**src/rtl/sram_like_slave.sv**
```systemverilog
// Responder for the SRAM-like req/addr_ok/data_ok protocol: drives a 1-cycle synchronous SRAM
// and returns in-order responses after LATENCY extra cycles, with up to DEPTH outstanding.
module sram_like_slave #(
   parameter int unsigned DEPTH   = 2,
   parameter int unsigned LATENCY = 0
) (
   input  logic        clk,
   input  logic        resetn,
   input  logic        req,
   input  logic        wr,
   input  logic [1:0]  size,
   input  logic [31:0] addr,
   input  logic [31:0] wdata,
   output logic        addr_ok,
   output logic        data_ok,
   output logic [31:0] rdata,
   output logic        sram_en,
   output logic [3:0]  sram_wen,
   output logic [31:0] sram_addr,
   output logic [31:0] sram_wdata,
   input  logic [31:0] sram_rdata
);

   localparam int unsigned CW = $clog2(DEPTH + 1);
   localparam int unsigned PW = (DEPTH > 1) ? $clog2(DEPTH) : 1;
   localparam int unsigned WW = (LATENCY > 0) ? $clog2(LATENCY + 1) : 1;
   // The push cycle already counts as one elapsed cycle, so entries start one below LATENCY.
   localparam logic [WW-1:0] INIT_WAIT = (LATENCY > 0) ? WW'(LATENCY - 1) : '0;

   logic [CW-1:0] cnt_q, cnt_d;
   logic [CW-1:0] qcnt_q, qcnt_d;
   logic [PW-1:0] head_q, tail_q;
   logic          pend_q, pend_wr_q;
   logic [31:0]   q_data [DEPTH];
   logic [WW-1:0] q_wait [DEPTH];
   logic          accept, bypass, q_retire, push;

   function automatic logic [PW-1:0] ptr_inc(input logic [PW-1:0] p);
      return (p == PW'(DEPTH - 1)) ? '0 : p + PW'(1);
   endfunction

   assign accept     = resetn & req & (cnt_q < CW'(DEPTH));
   assign addr_ok    = accept;
   assign sram_en    = accept;
   assign sram_addr  = {addr[31:2], 2'b00};
   assign sram_wdata = wdata;

   assign bypass   = (LATENCY == 0) && pend_q && (qcnt_q == '0);
   assign q_retire = (qcnt_q != '0) && (q_wait[head_q] == '0);
   assign push     = pend_q && !bypass;
   assign data_ok  = bypass | q_retire;

   always_comb begin
      sram_wen = 4'b0000;
      if (accept && wr) begin
         case (size)
            2'd0:    sram_wen = 4'b0001 << addr[1:0];
            2'd1:    sram_wen = 4'b0011 << addr[1:0];
            default: sram_wen = 4'b1111;
         endcase
      end
   end

   always_comb begin
      rdata = 32'h0;
      if (bypass) begin
         rdata = pend_wr_q ? 32'h0 : sram_rdata;
      end else if (q_retire) begin
         rdata = q_data[head_q];
      end
   end

   always_comb begin
      cnt_d = cnt_q;
      case ({accept, data_ok})
         2'b10:   cnt_d = cnt_q + CW'(1);
         2'b01:   cnt_d = cnt_q - CW'(1);
         default: cnt_d = cnt_q;
      endcase
      qcnt_d = qcnt_q;
      case ({push, q_retire})
         2'b10:   qcnt_d = qcnt_q + CW'(1);
         2'b01:   qcnt_d = qcnt_q - CW'(1);
         default: qcnt_d = qcnt_q;
      endcase
   end

   always_ff @(posedge clk or negedge resetn) begin
      if (!resetn) begin
         cnt_q     <= '0;
         qcnt_q    <= '0;
         head_q    <= '0;
         tail_q    <= '0;
         pend_q    <= 1'b0;
         pend_wr_q <= 1'b0;
         for (int i = 0; i < int'(DEPTH); i++) begin
            q_data[i] <= 32'h0;
            q_wait[i] <= '0;
         end
      end else begin
         cnt_q     <= cnt_d;
         qcnt_q    <= qcnt_d;
         pend_q    <= accept;
         pend_wr_q <= accept & wr;
         for (int i = 0; i < int'(DEPTH); i++) begin
            if (q_wait[i] != '0) begin
               q_wait[i] <= q_wait[i] - WW'(1);
            end
         end
         if (push) begin
            q_data[tail_q] <= pend_wr_q ? 32'h0 : sram_rdata;
            q_wait[tail_q] <= INIT_WAIT;
            tail_q         <= ptr_inc(tail_q);
         end
         if (q_retire) begin
            head_q <= ptr_inc(head_q);
         end
      end
   end

endmodule

```
**config.mk**
```make
export PLATFORM = sky130hd
export DESIGN_NAME = sram_like_slave
export DESIGN_NICKNAME = d
export VERILOG_FILES = /design/src/rtl/sram_like_slave.sv
export SDC_FILE = /design/constraint.sdc
export NUM_CORES = 1
export LEC_CHECK = 0
export BUFFER_PORTS_ARGS = -buffer_cell sky130_fd_sc_hd__buf_2
export CORE_AREA = 5 5 103 105
export CTS_CLUSTER_DIAMETER = 200
export CTS_CLUSTER_SIZE = 10
export DETAILED_ROUTE_END_ITERATION = 6
export DIE_AREA = 0 0 108 110
export HOLD_SLACK_MARGIN = 0.1
export PLACE_DENSITY = 0.86
export SYNTH_ARGS = -nofsm -noshare
export SYNTH_HDL_FRONTEND = slang
export SYNTH_SLANG_ARGS = --single-unit
```
**constraint.sdc**
```tcl
create_clock -name clk -period 2 [get_ports clk]
set_clock_uncertainty 0.2 [all_clocks]
set_input_delay 0.5 -clock clk [delete_from_list [all_inputs] [get_ports clk]]
set_output_delay 0.5 -clock clk [all_outputs]
set_load 0.01 [all_outputs]
```
==> impl_metrics.ini <==
[status]
status = finished, violations left
violations = negative setup slack

[synthesis]
yosysTopAreaCellShare = 0.426
synth-async-reset-ratio = 1.00
ys_seq_area_frac = 0.426
yosysUniqueCellTypes = 32
syn_inst = 425
synth_area_per_cell_um2 = 9.94
syn_area_mm2 = 0.00423
ys_ff_latch = 72
synth_edf_count = 0
ys_warn_count = 0
synthTopCellsByArea = dfrtp_1 43%, buf_4 12%, mux2_2 8.5%
ys.flop_type = dfrtp_1
yosys.area.top_type = dfrtp_1

[worst_setup_path]
worstSetupEndpointType = output port
cp.arrival_ns = 1.66
crit_required_ns = 1.30
critPathKind = flop to output port
startpoint_type = flop
cp_max_fo = 6

[cts]
root_buffer = clkbuf_8
clock_sinks = 72
numCtsBuffers = 9
clock_path_buffers = 2
path_clk_slew_ns = 0.09
clk_latency_ns = 0.34
htreeDepth = 3
postCtsHoldBufs = 0
cts_tree = done

[timing]
max_freq_mhz = 425
setup_violations = 37
tns_ns = -10.27
worst_pin_slew_ns = 0.913
whs_ns = 0.222
grt_setup_unrepaired = true
hold_violations = 0
final_max_slew_viol_count = 0
finalCriticalPeriod_ns = 2.36
fin_ws_ns = -0.355
relSlewSlack = 0.391
period_share = 1.18

[final_layout]
final_net_count = 555
drive_above_1_share = 0.461
final_area_mm2 = 0.00496
fillers = 868
finalCoreUtilization = 0.520
antennaDiodeCount = 0
area_growth_pct = 17.4

[grt]
antenna_found_initial = 0
track_usage = 0.168
grt_pass1_vias = 3157
use_met3 = 0.0524
grt.busiest_layer = met2
grt_pass1_wl_mm = 15.6
overflow = 0
met2_usage = 0.280
grt_max_degree = 73
grt_util_met1 = 0.205

[floorplan]
design.die.area_mm2 = 0.0119
fp.dieH_um = 110
rows = 36
io_pins = 205
fp.coreArea_mm2 = 0.00955
dieWidth_um = 108
start_util = 0.442

[placed_design]
place_area_mm2 = 0.00433
place.gp.congestion = 0.770
io_buffers = 78
dp_hpwl_mm = 6.38

[pwr]
irDropWorstVdd_mv = 0.402
finalPower_w = 0.00314
power_density_mw_per_mm2 = 633
leakage_nw = 2.18

[detailed_routing]
dr.pass1.iters = 4
vias = 3091
dr.first_iter.drc_count = 144
viasPerCell = 5.25
wl_per_cell_um = 18.0
wl_mm = 10.6
postRouteAntennaNets = 0
drcViolationCount = 0

[hold_path]
hold_class = input pin to asynchronous set/reset pin

[flow_run]
drv_cap = 0
-- final cells by class --
| class | instances | area (um^2) | area share |
|---|---|---|---|
| multi-input cells | 256 | 1990 | 0.402 |
| flip-flops and latches | 72 | 1810 | 0.364 |
| well taps | 133 | 166 | 0.0335 |
| clock buffers | 9 | 124 | 0.0250 |
| clock inverters | 6 | 45.0 | 0.00908 |
| repair buffers | 110 | 816 | 0.164 |
| inverters | 3 | 11.3 | 0.00227 |
-- per-stage QoR --
step / std cells / setup slack (ns)
2_1_floorplan: 426 / 0.0353
3_3_place_gp: 560 / 0.0809
3_5_place_dp: 560 / 0.0415
4_1_cts: 579 / -0.329
5_1_grt: 589 / -0.422
6_report: 589 / -0.355
-- cells by family after synthesis --
family | after synthesis | synth area share
buf+inv | 98 | 0.157
simple gates | 97 | 0.121
compound gates | 87 | 0.120
flops | 72 | 0.426
mux | 64 | 0.161
xor+xnor | 5 | 0.0104
fa+ha+maj | 1 | 0.00296
other cells | 1 | 0.000888
-- cell usage after synthesis, types with 2 or more instances --
library cell,n
mux2_2,32
a21oi_1,2
dfrtp_1,72
nand2_1,37
clkbuf_1,11
nand3_1,15
buf_6,3
o21ai_2,4
nand2b_1,17
xnor2_1,4
o21ai_0,61
o31ai_1,16
buf_2,11
and2b_1,3
buf_4,69
nor2_1,6
nor2b_1,14
mux2i_1,32
inv_1,3
-- sequential cells by signal, summed over array words and instances (netlist names) --
signal	flops
pend_q	1
head_q	1
cnt_q	2
pend_wr_q	1
qcnt_q	2
q_data	64
tail_q	1
-- routing by layer --
layer	up-vias	share of wire	wire length (um)
li1	1433	-	-
met5	-	0	0
met1	1490	0.39	4110
met2	133	0.51	5410
met4	0	0.021	227
met3	35	0.079	837
-- critical path, cell delays in order, from the launching register on --
cell	delay [ns]
dfrtp_2	0.45
nor4b_4	0.33
buf_4	0.21
nand2_1	0.07
o21ai_1	0.09
buf_2	0.16
-- final timing paths --
| path | from | to | slack [ns] | cells past startpoint |
|---|---|---|---|---|
| worst min-delay path | resetn | q_data[7]$_DFFE_PN0P_ | 0.22 | 2 |
| worst max register to register | qcnt_q[1]$_DFFE_PN0P_ | cnt_q[1]$_DFFE_PN0P_ | 0.04 | 7 |
| worst max-delay path | qcnt_q[1]$_DFFE_PN0P_ | rdata[15] | -0.36 | 5 |
| worst min register to register | q_data[18]$_DFFE_PN0P_ | q_data[18]$_DFFE_PN0P_ | 0.28 | 2 |
| max in group asynchronous | resetn | head_q$_DFFE_PN0P_ | 0.73 | 2 |
| min in group clk | sram_rdata[22] | q_data[54]$_DFFE_PN0P_ | 0.24 | 3 |
-- power breakdown --
| group | switching (W) | internal [W] | total, W |
|---|---|---|---|
| clock | 0.000572 | 0.000449 | 0.00102 |
| combinational | 0.000329 | 0.000258 | 0.000587 |
| sequential | 0.0000324 | 0.00150 | 0.00153 |
-- placed cells by master, fill, tap and decap left out, drive strengths merged, types with 14 or more instances in the layout --
master,instances
o31ai,16
nand3,15
o21ai,66
nor2b,14
mux2,32
dfrtp,72
nand2b,17
mux2i,32
buf,108
nand2,37
-- repair_timing --
action                                  4_1_cts  5_1_grt
gates resized for setup                      38       58
endpoints found under the setup margin       37       51
setup buffers                                 2        8
pin swaps                                     4        4
cloned                                        2        2
Power figures use the tool's default switching activity.
